`config.mk`:
```
export PLATFORM = sky130hd
export DESIGN_NAME = mod_addsub_pipe
export DESIGN_NICKNAME = d
export VERILOG_FILES = /design/src/rtl/ntt_pkg.sv /design/src/rtl/prefix_adder.sv /design/src/rtl/mod_addsub_pipe.sv
export SDC_FILE = /design/constraint.sdc
export NUM_CORES = 1
export LEC_CHECK = 0
export CAP_MARGIN = 20
export CORE_ASPECT_RATIO = 1.75
export CORE_UTILIZATION = 46
export DETAILED_ROUTE_END_ITERATION = 12
export PLACE_DENSITY = 0.7
export SETUP_SLACK_MARGIN = 0.05
export SLEW_MARGIN = 30
export SYNTH_ARGS = -nofsm -noshare
export SYNTH_HDL_FRONTEND = slang
export SYNTH_SLANG_ARGS = --single-unit
```
`constraint.sdc`:
```
create_clock -name clk -period 7.7 [get_ports clk]
set_clock_uncertainty 0.15 [all_clocks]
set_input_delay 2.31 -clock clk [delete_from_list [all_inputs] [get_ports clk]]
set_output_delay 2.31 -clock clk [all_outputs]
set_load 0.05 [all_outputs]
```
`src/rtl/ntt_pkg.sv`:
```
// Shared NTT datapath constants and types for the butterfly pipeline.
package ntt_pkg;

  localparam int unsigned NTT_WIDTH = 12;
  localparam int unsigned NTT_Q     = 3329;
  localparam int unsigned NTT_TAG_W = 8;

  typedef logic [NTT_WIDTH-1:0] coeff_t;
  typedef logic [NTT_TAG_W-1:0] tag_t;

  // -Q in two's complement, two bits wider than a coefficient so that the
  // sign of (raw_sum - Q) is unambiguous for any raw sum of two coefficients.
  localparam logic [NTT_WIDTH+1:0] NTT_Q_NEG = (NTT_WIDTH + 2)'(-NTT_Q);

endpackage

```
`src/rtl/prefix_adder.sv`:
```
// Kogge-Stone parallel-prefix adder with carry-in, purely combinational.
module prefix_adder #(
  parameter int unsigned W = 13
) (
  input  logic [W-1:0] a,
  input  logic [W-1:0] b,
  input  logic         cin,
  output logic [W-1:0] sum
);

  // Generate/propagate tree, then fold the carry-in into every group prefix.
  always_comb begin
    logic [W-1:0] g;
    logic [W-1:0] p;
    logic [W-1:0] gn;
    logic [W-1:0] pn;
    logic [W-1:0] p0;
    logic [W-1:0] carry;
    g  = a & b;
    p  = a ^ b;
    p0 = p;
    for (int k = 0; (1 << k) < int'(W); k++) begin
      gn = g;
      pn = p;
      for (int i = (1 << k); i < int'(W); i++) begin
        gn[i] = g[i] | (p[i] & g[i - (1 << k)]);
        pn[i] = p[i] & p[i - (1 << k)];
      end
      g = gn;
      p = pn;
    end
    carry    = '0;
    carry[0] = cin;
    for (int i = 1; i < int'(W); i++) begin
      carry[i] = g[i-1] | (p[i-1] & cin);
    end
    sum = p0 ^ carry;
  end

endmodule

```
`src/rtl/mod_addsub_pipe.sv`:
```
// Two-stage pipelined modular adder/subtractor: (a+b) mod Q and (a-b) mod Q.
// S1 holds the raw sum/difference, S2 applies a single +-Q correction.
// Optional range flag enabled by defining MODADDSUB_RANGE_CHECK_EN.
module mod_addsub_pipe
  import ntt_pkg::*;
#(
  parameter int unsigned WIDTH = NTT_WIDTH,
  parameter int unsigned Q     = NTT_Q,
  parameter int unsigned TAG_W = NTT_TAG_W
) (
  input  logic             clk,
  input  logic             rst,
  input  logic             in_valid,
  output logic             in_ready,
  input  logic [WIDTH-1:0] a_i,
  input  logic [WIDTH-1:0] b_i,
  input  logic [TAG_W-1:0] tag_i,
  output logic             out_valid,
  input  logic             out_ready,
  output logic [WIDTH-1:0] sum_o,
  output logic [WIDTH-1:0] diff_o,
  output logic [TAG_W-1:0] tag_o,
  output logic             err_o
);

  localparam logic [WIDTH+1:0] QNeg = (WIDTH + 2)'(-Q);
  localparam logic [WIDTH-1:0] QW   = WIDTH'(Q);

  logic             s1_valid_q;
  logic [WIDTH:0]   s_raw_q;
  logic [WIDTH:0]   d_raw_q;
  logic [TAG_W-1:0] tag1_q;

  logic             out_valid_q;
  logic [WIDTH-1:0] sum_q;
  logic [WIDTH-1:0] diff_q;
  logic [TAG_W-1:0] tag2_q;

  logic             s1_en;
  logic             s2_en;
  logic [WIDTH:0]   s_add;
  logic [WIDTH:0]   d_add;
  logic [WIDTH+1:0] s_sub;
  logic [WIDTH-1:0] d_corr;
  logic             unused_bits;

  // Ready ripples combinationally back from out_ready; no skid buffer.
  always_comb begin
    s2_en    = !out_valid_q || out_ready;
    s1_en    = !s1_valid_q || s2_en;
    in_ready = s1_en && !rst;
  end

  prefix_adder #(.W(WIDTH + 1)) u_s1_sum (
    .a  ({1'b0, a_i}),
    .b  ({1'b0, b_i}),
    .cin(1'b0),
    .sum(s_add)
  );

  // a + ~b + 1 = a - b; the MSB of the extended result is the borrow.
  prefix_adder #(.W(WIDTH + 1)) u_s1_diff (
    .a  ({1'b0, a_i}),
    .b  (~{1'b0, b_i}),
    .cin(1'b1),
    .sum(d_add)
  );

  // Stage 1: capture raw sum/difference and sideband.
  always_ff @(posedge clk) begin
    if (rst) begin
      s1_valid_q <= 1'b0;
      s_raw_q    <= '0;
      d_raw_q    <= '0;
      tag1_q     <= '0;
    end else if (s1_en) begin
      s1_valid_q <= in_valid;
      s_raw_q    <= s_add;
      d_raw_q    <= d_add;
      tag1_q     <= tag_i;
    end
  end

  // s_raw - Q; a set MSB means s_raw < Q, so no correction.
  prefix_adder #(.W(WIDTH + 2)) u_s2_sum (
    .a  ({1'b0, s_raw_q}),
    .b  (QNeg),
    .cin(1'b0),
    .sum(s_sub)
  );

  prefix_adder #(.W(WIDTH)) u_s2_diff (
    .a  (d_raw_q[WIDTH-1:0]),
    .b  (d_raw_q[WIDTH] ? QW : '0),
    .cin(1'b0),
    .sum(d_corr)
  );

  assign unused_bits = s_sub[WIDTH];

  // Stage 2: corrected results; holds bit-stable while stalled.
  always_ff @(posedge clk) begin
    if (rst) begin
      out_valid_q <= 1'b0;
      sum_q       <= '0;
      diff_q      <= '0;
      tag2_q      <= '0;
    end else if (s2_en) begin
      out_valid_q <= s1_valid_q;
      sum_q       <= s_sub[WIDTH+1] ? s_raw_q[WIDTH-1:0] : s_sub[WIDTH-1:0];
      diff_q      <= d_corr;
      tag2_q      <= tag1_q;
    end
  end

`ifdef MODADDSUB_RANGE_CHECK_EN
  logic err1_q;
  logic err2_q;

  // Range flag travels with its beat through both stages.
  always_ff @(posedge clk) begin
    if (rst) begin
      err1_q <= 1'b0;
      err2_q <= 1'b0;
    end else begin
      if (s1_en) err1_q <= ({1'b0, a_i} >= {1'b0, QW}) || ({1'b0, b_i} >= {1'b0, QW});
      if (s2_en) err2_q <= err1_q;
    end
  end

  assign err_o = err2_q;
`else
  assign err_o = 1'b0;
`endif

  assign out_valid = out_valid_q;
  assign sum_o     = sum_q;
  assign diff_o    = diff_q;
  assign tag_o     = tag2_q;

endmodule

```
# After elaboration in Yosys (flattened, before gate mapping)
# Cells that the tools add are included.
# totals
ff_bits	68
latchBits	0
ram_bits	0
rom_bits	0
inputBits	36
output_inout_bits	35
memories	0
# op_classes
n_addsub	0
multipliers	0
div	0
order_cmp	0
n_eq_ne	0
shift	0
n_mux	2
bitwise_logic	378
reduce_logical	6
# ops
cell	count
AND 1 bit	228
OR 1 bit	138
bitwise XOR 12 bit	3
bitwise XOR 13 bit	2
AND 12 bit	2
two-way mux 12 bit	2
bitwise XOR 14 bit	1
NOT 12 -> 13 bit	1
bitwise XOR 12 x 13 -> 13 bit	1
AND 11 bit	1
NOT 10 -> 11 bit	1
zero test 1 bit	3
logical OR 1 bit	2
logical AND 1 bit	1

# Logic depth before layout (Yosys ltp)
# logic_depth
ltp_word	11
mapped_depth	9
depth_no_buf	9

# Cells and area by module
# From an unflattened synthesis, not the netlist that was laid out.
# hier_totals
cells_unflattened	603
hier_area_um2	4879.7
# modules_own_cells
module	instances	cells_each	area_each_um2
mod_addsub_pipe	1	313	2601.2
prefix_adder at u_s1_diff ...	2	79	603.1
prefix_adder at u_s2_sum	1	73	585.6
prefix_adder at u_s2_diff	1	59	486.7

# Worst setup path before layout
# Ideal clock, no wire load.
# synth_path
path_type	input port to output port
start	input port out_ready
end	output port in_ready
t_arrival_ps	3685
t_required_ps	5240
setup_slack_ps	1555
stages	6
n_path_buf	3
path_cell_list	nor2b_1 clkbuf_1 and2_1 clkbuf_1 clkbuf_1 nor2_1
# synth_via
elab_chain_len	3
# synth_lines
element	line	text
from (decl)	mod_addsub_pipe.sv:19	input logic out_ready,
logical OR 1 bit	mod_addsub_pipe.sv:49	s2_en = !out_valid_q || out_ready;
logical OR 1 bit	mod_addsub_pipe.sv:50	s1_en = !s1_valid_q || s2_en;
logical AND 1 bit	mod_addsub_pipe.sv:51	in_ready = s1_en && !rst;
to (decl)	mod_addsub_pipe.sv:14	output logic in_ready,
# No other way between the ends.

# Worst setup path in the final report
# Same ends and word-level chain as after synthesis.

==> results.md <==
* PwrDens at 228 nW/um^2
* Dpl ws at 1.60 ns
* Syn_nets at 564
* DRT iter0 DRCs at 194
* Worst-case vdd ir drop at 0.117 mV
* Port Buffers at 69
* Setup TNS at 0 ns
* Number of vias per cell at 5.42
* Critical Path RT at 5.24 ns
* FF-to-FF End: sum_o[8]
* Gate power share at 0.263
* Die Width at 71.7 um
* CTS tree: done
* Int Pwr at 0.767 mW
* Worst setup path end: in_ready
* Post-synth EDFFs at 0
* DRC violations left at 0
* Hold WS at 0.303 ns
* Site Rows at 44
* Grt total ovfl at 0
* CTS Sinks at 67
* Hold Path Class: flop to flop
* Crit Path Class: primary input to output pin
* Most frequent cells in the layout: dfxtp_1 (67), clkdlybuf4s50_1 (67), nand2_1 (64), nor2_1 (57), a21oi_1 (48)
* Largest net degree at the start of global routing at 71
* Cts bufs inserted at 9
* Sequential Power Share at 0.375
* GPL Wtd Cong at 0.925
* Final worst slack at 1.61 ns
* Startpoint Class: primary input
* DRT antenna net count at 0
* Synth Area per Inst at 7.87 um^2
* Post-Route WL at 8670 um
* Worst Setup SP: out_ready
* Vias at 3494
* First drt pass iteration count at 4
* Final period util at 0.791
* Async SR Flop Fraction at 0
* Worst-margin pin slew at 0.885 ns
* FF+latch count, synth at 67
* I/O Pins at 71
* Worst EP arrival at 3.63 ns
* Latest clock arrival within the worst-skew pair at 0.33 ns
* Critical R2R Launch: s_raw_q[2]
* Initial antenna violation count at 0
* Cell chain of the critical path: clkdlybuf4s50_1 > nor2b_1 > buf_4 > and2_1 > nor2_1 > buf_4
* Main synth FF type: dfxtp_1
* Final Hold Viols at 0
* Sw power at 0.356 mW
* Hold buffers post-CTS at 0
* Maxcap violations at 0
* Buf/Inv on CP at 3
* Sw Share at 0.317
* Final min period at 6.09 ns
* Initial Util at 0.474
* CP most frequent cell: buf_4
* Final core utilization at 0.595
* Overall fraction of global-route tracks in use at 0.203
* Fin. max-slew vios at 0
* HPWL after detailed placement at 6570 um
* Reg2reg path depth at 6
* Nets at 615
* Core box area at 8260 um^2
* Run status: finished, final reports clean
* Highest clock rate at 164 MHz
* Reg2Reg Setup Slack at 5.50 ns
* Worst setup EP type: output pin
* Family with the most delay on the worst path: buffers and inverters
* Layout Cells excl Fill at 645
* Post-synthesis instance area at 3910 um^2
* Die ar. at 8890 um^2
* DR WL/cell at 13.4 um
* First-pass GRT wire length at 14200 um
* Cts repair resizes at 0
* Clock power share at 0.362
* Slew HR at 0.410
* Syn. warnings at 0
* Placed cells at 629
* Clk slew on worst S/H paths at 0.05 ns
* Postcts setup bufs at 0
* Root cell of the clock tree: clkbuf_16
* Max incr delay on CP at 0.47 ns
* Slowest stage cell, crit path: clkdlybuf4s50_1
* Vias in the first global route at 3177
* Clock buffer depth at 2
* H-Tree Depth at 3
* Layout cells sized above 1 at 0.0506
* Die Height at 124 um
* CP Max Fanout at 16
* P_leak at 2.02 nW
* Area Growth Syn to Fin at 25.7%
* Unrepaired setup endpoints after global routing: no
* Synth Instances at 497
* Ant diodes at 0
* Distinct cell type count after synthesis at 53
* Crit path depth at 6
* # setup viols final at 0
* Sequential area share after synthesis at 0.343
==> power by group through the flow <==
| stage | clock network (mW) | logic, mW | registers, mW |
|---|---|---|---|
| final | 0.406 | 0.295 | 0.421 |
| after detailed placement | 0 | 0.295 | 0.428 |
| after floorplan | 0 | 0.151 | 0.478 |
| after CTS | 0.413 | 0.296 | 0.421 |
| after global placement | 0 | 0.291 | 0.427 |
| after global routing | 0.423 | 0.321 | 0.427 |
==> sequential cells by signal (all words and copies together), names as in the netlist <==
register	cells
diff_o	12
s1_valid_q	1
tag1_q	8
out_valid	1
sum_o	12
s_raw_q	13
d_raw_q	12
tag_o	8
==> cells in the mapped netlist, drive strengths merged (8+ instances only) <==
library cell | instances | area share
nor2 | 57 | 0.055
dfxtp | 67 | 0.34
or3 | 8 | 0.013
xnor2 | 25 | 0.056
clkbuf | 29 | 0.028
nand2 | 64 | 0.061
a211oi | 30 | 0.058
inv | 27 | 0.026
a21oi | 48 | 0.061
nand3 | 9 | 0.012
ha | 30 | 0.096
o21ai | 13 | 0.017
==> per-layer routing <==
layer / share of wire / vias up / global-route usage
li1: - / 1832 / -
met1: 0.41 / 1583 / 0.218
met2: 0.55 / 71 / 0.375
met3: 0.024 / 8 / 0.0332
met4: 0.014 / 0 / 0.108
met5: 0 / - / 0
==> worst reg2reg max path: cells and delay by family (launching register included) <==
family / cells / cell delay (ns)
and+or+nand+nor: 1 / 0.68
DFF: 1 / 0.35
AOI/OAI and AO/OA: 4 / 0.79
xor gates and xnor gates: 1 / 0.14
==> through the flow <==
step	area [um^2]	power (mW)
6_report	4920	1.12
2_1_floorplan	3910	0.629
5_1_grt	4920	1.17
3_3_place_gp	4610	0.718
3_5_place_dp	4610	0.723
4_1_cts	4920	1.13
==> worst min path at each step <==
stage / startpoint / end / slack [ns] / depth (start not counted)
2_1_floorplan: tag1_q[0] / tag1_q[0] / 0.28 / 2
3_3_place_gp: tag_o[3] / tag_o[3] / 0.29 / 2
3_5_place_dp: tag1_q[4] / tag1_q[4] / 0.30 / 2
4_1_cts: tag_o[0] / tag_o[0] / 0.30 / 2
5_1_grt: tag_o[0] / tag_o[0] / 0.32 / 2
6_report: diff_o[1] / diff_o[1] / 0.30 / 2
==> area by class of cell <==
cell class	count	area [um^2]
clock buffers	10	239
clock inverters	6	65.1
fillers	757	3340
inverters	27	101
multi-input cells	370	2340
flip-flops and latches	67	1340
well taps	92	115
repair buffers	73	713
==> logic make-up (layout without fill, tap and decap cells) <==
family                   after synthesis  in the layout  synth area share
other                                  1              1          0.000958
flip-flops                            67             67             0.343
AND/OR/NAND/NOR                      170            170             0.192
buffers and inverters                 60            116            0.0592
XOR/XNOR                              32             32            0.0716
AO/OA/AOI/OAI                        136            136             0.232
adder cells (fa/ha/maj)               31             31             0.101
No activity file was read; power rests on OpenSTA's default activity.
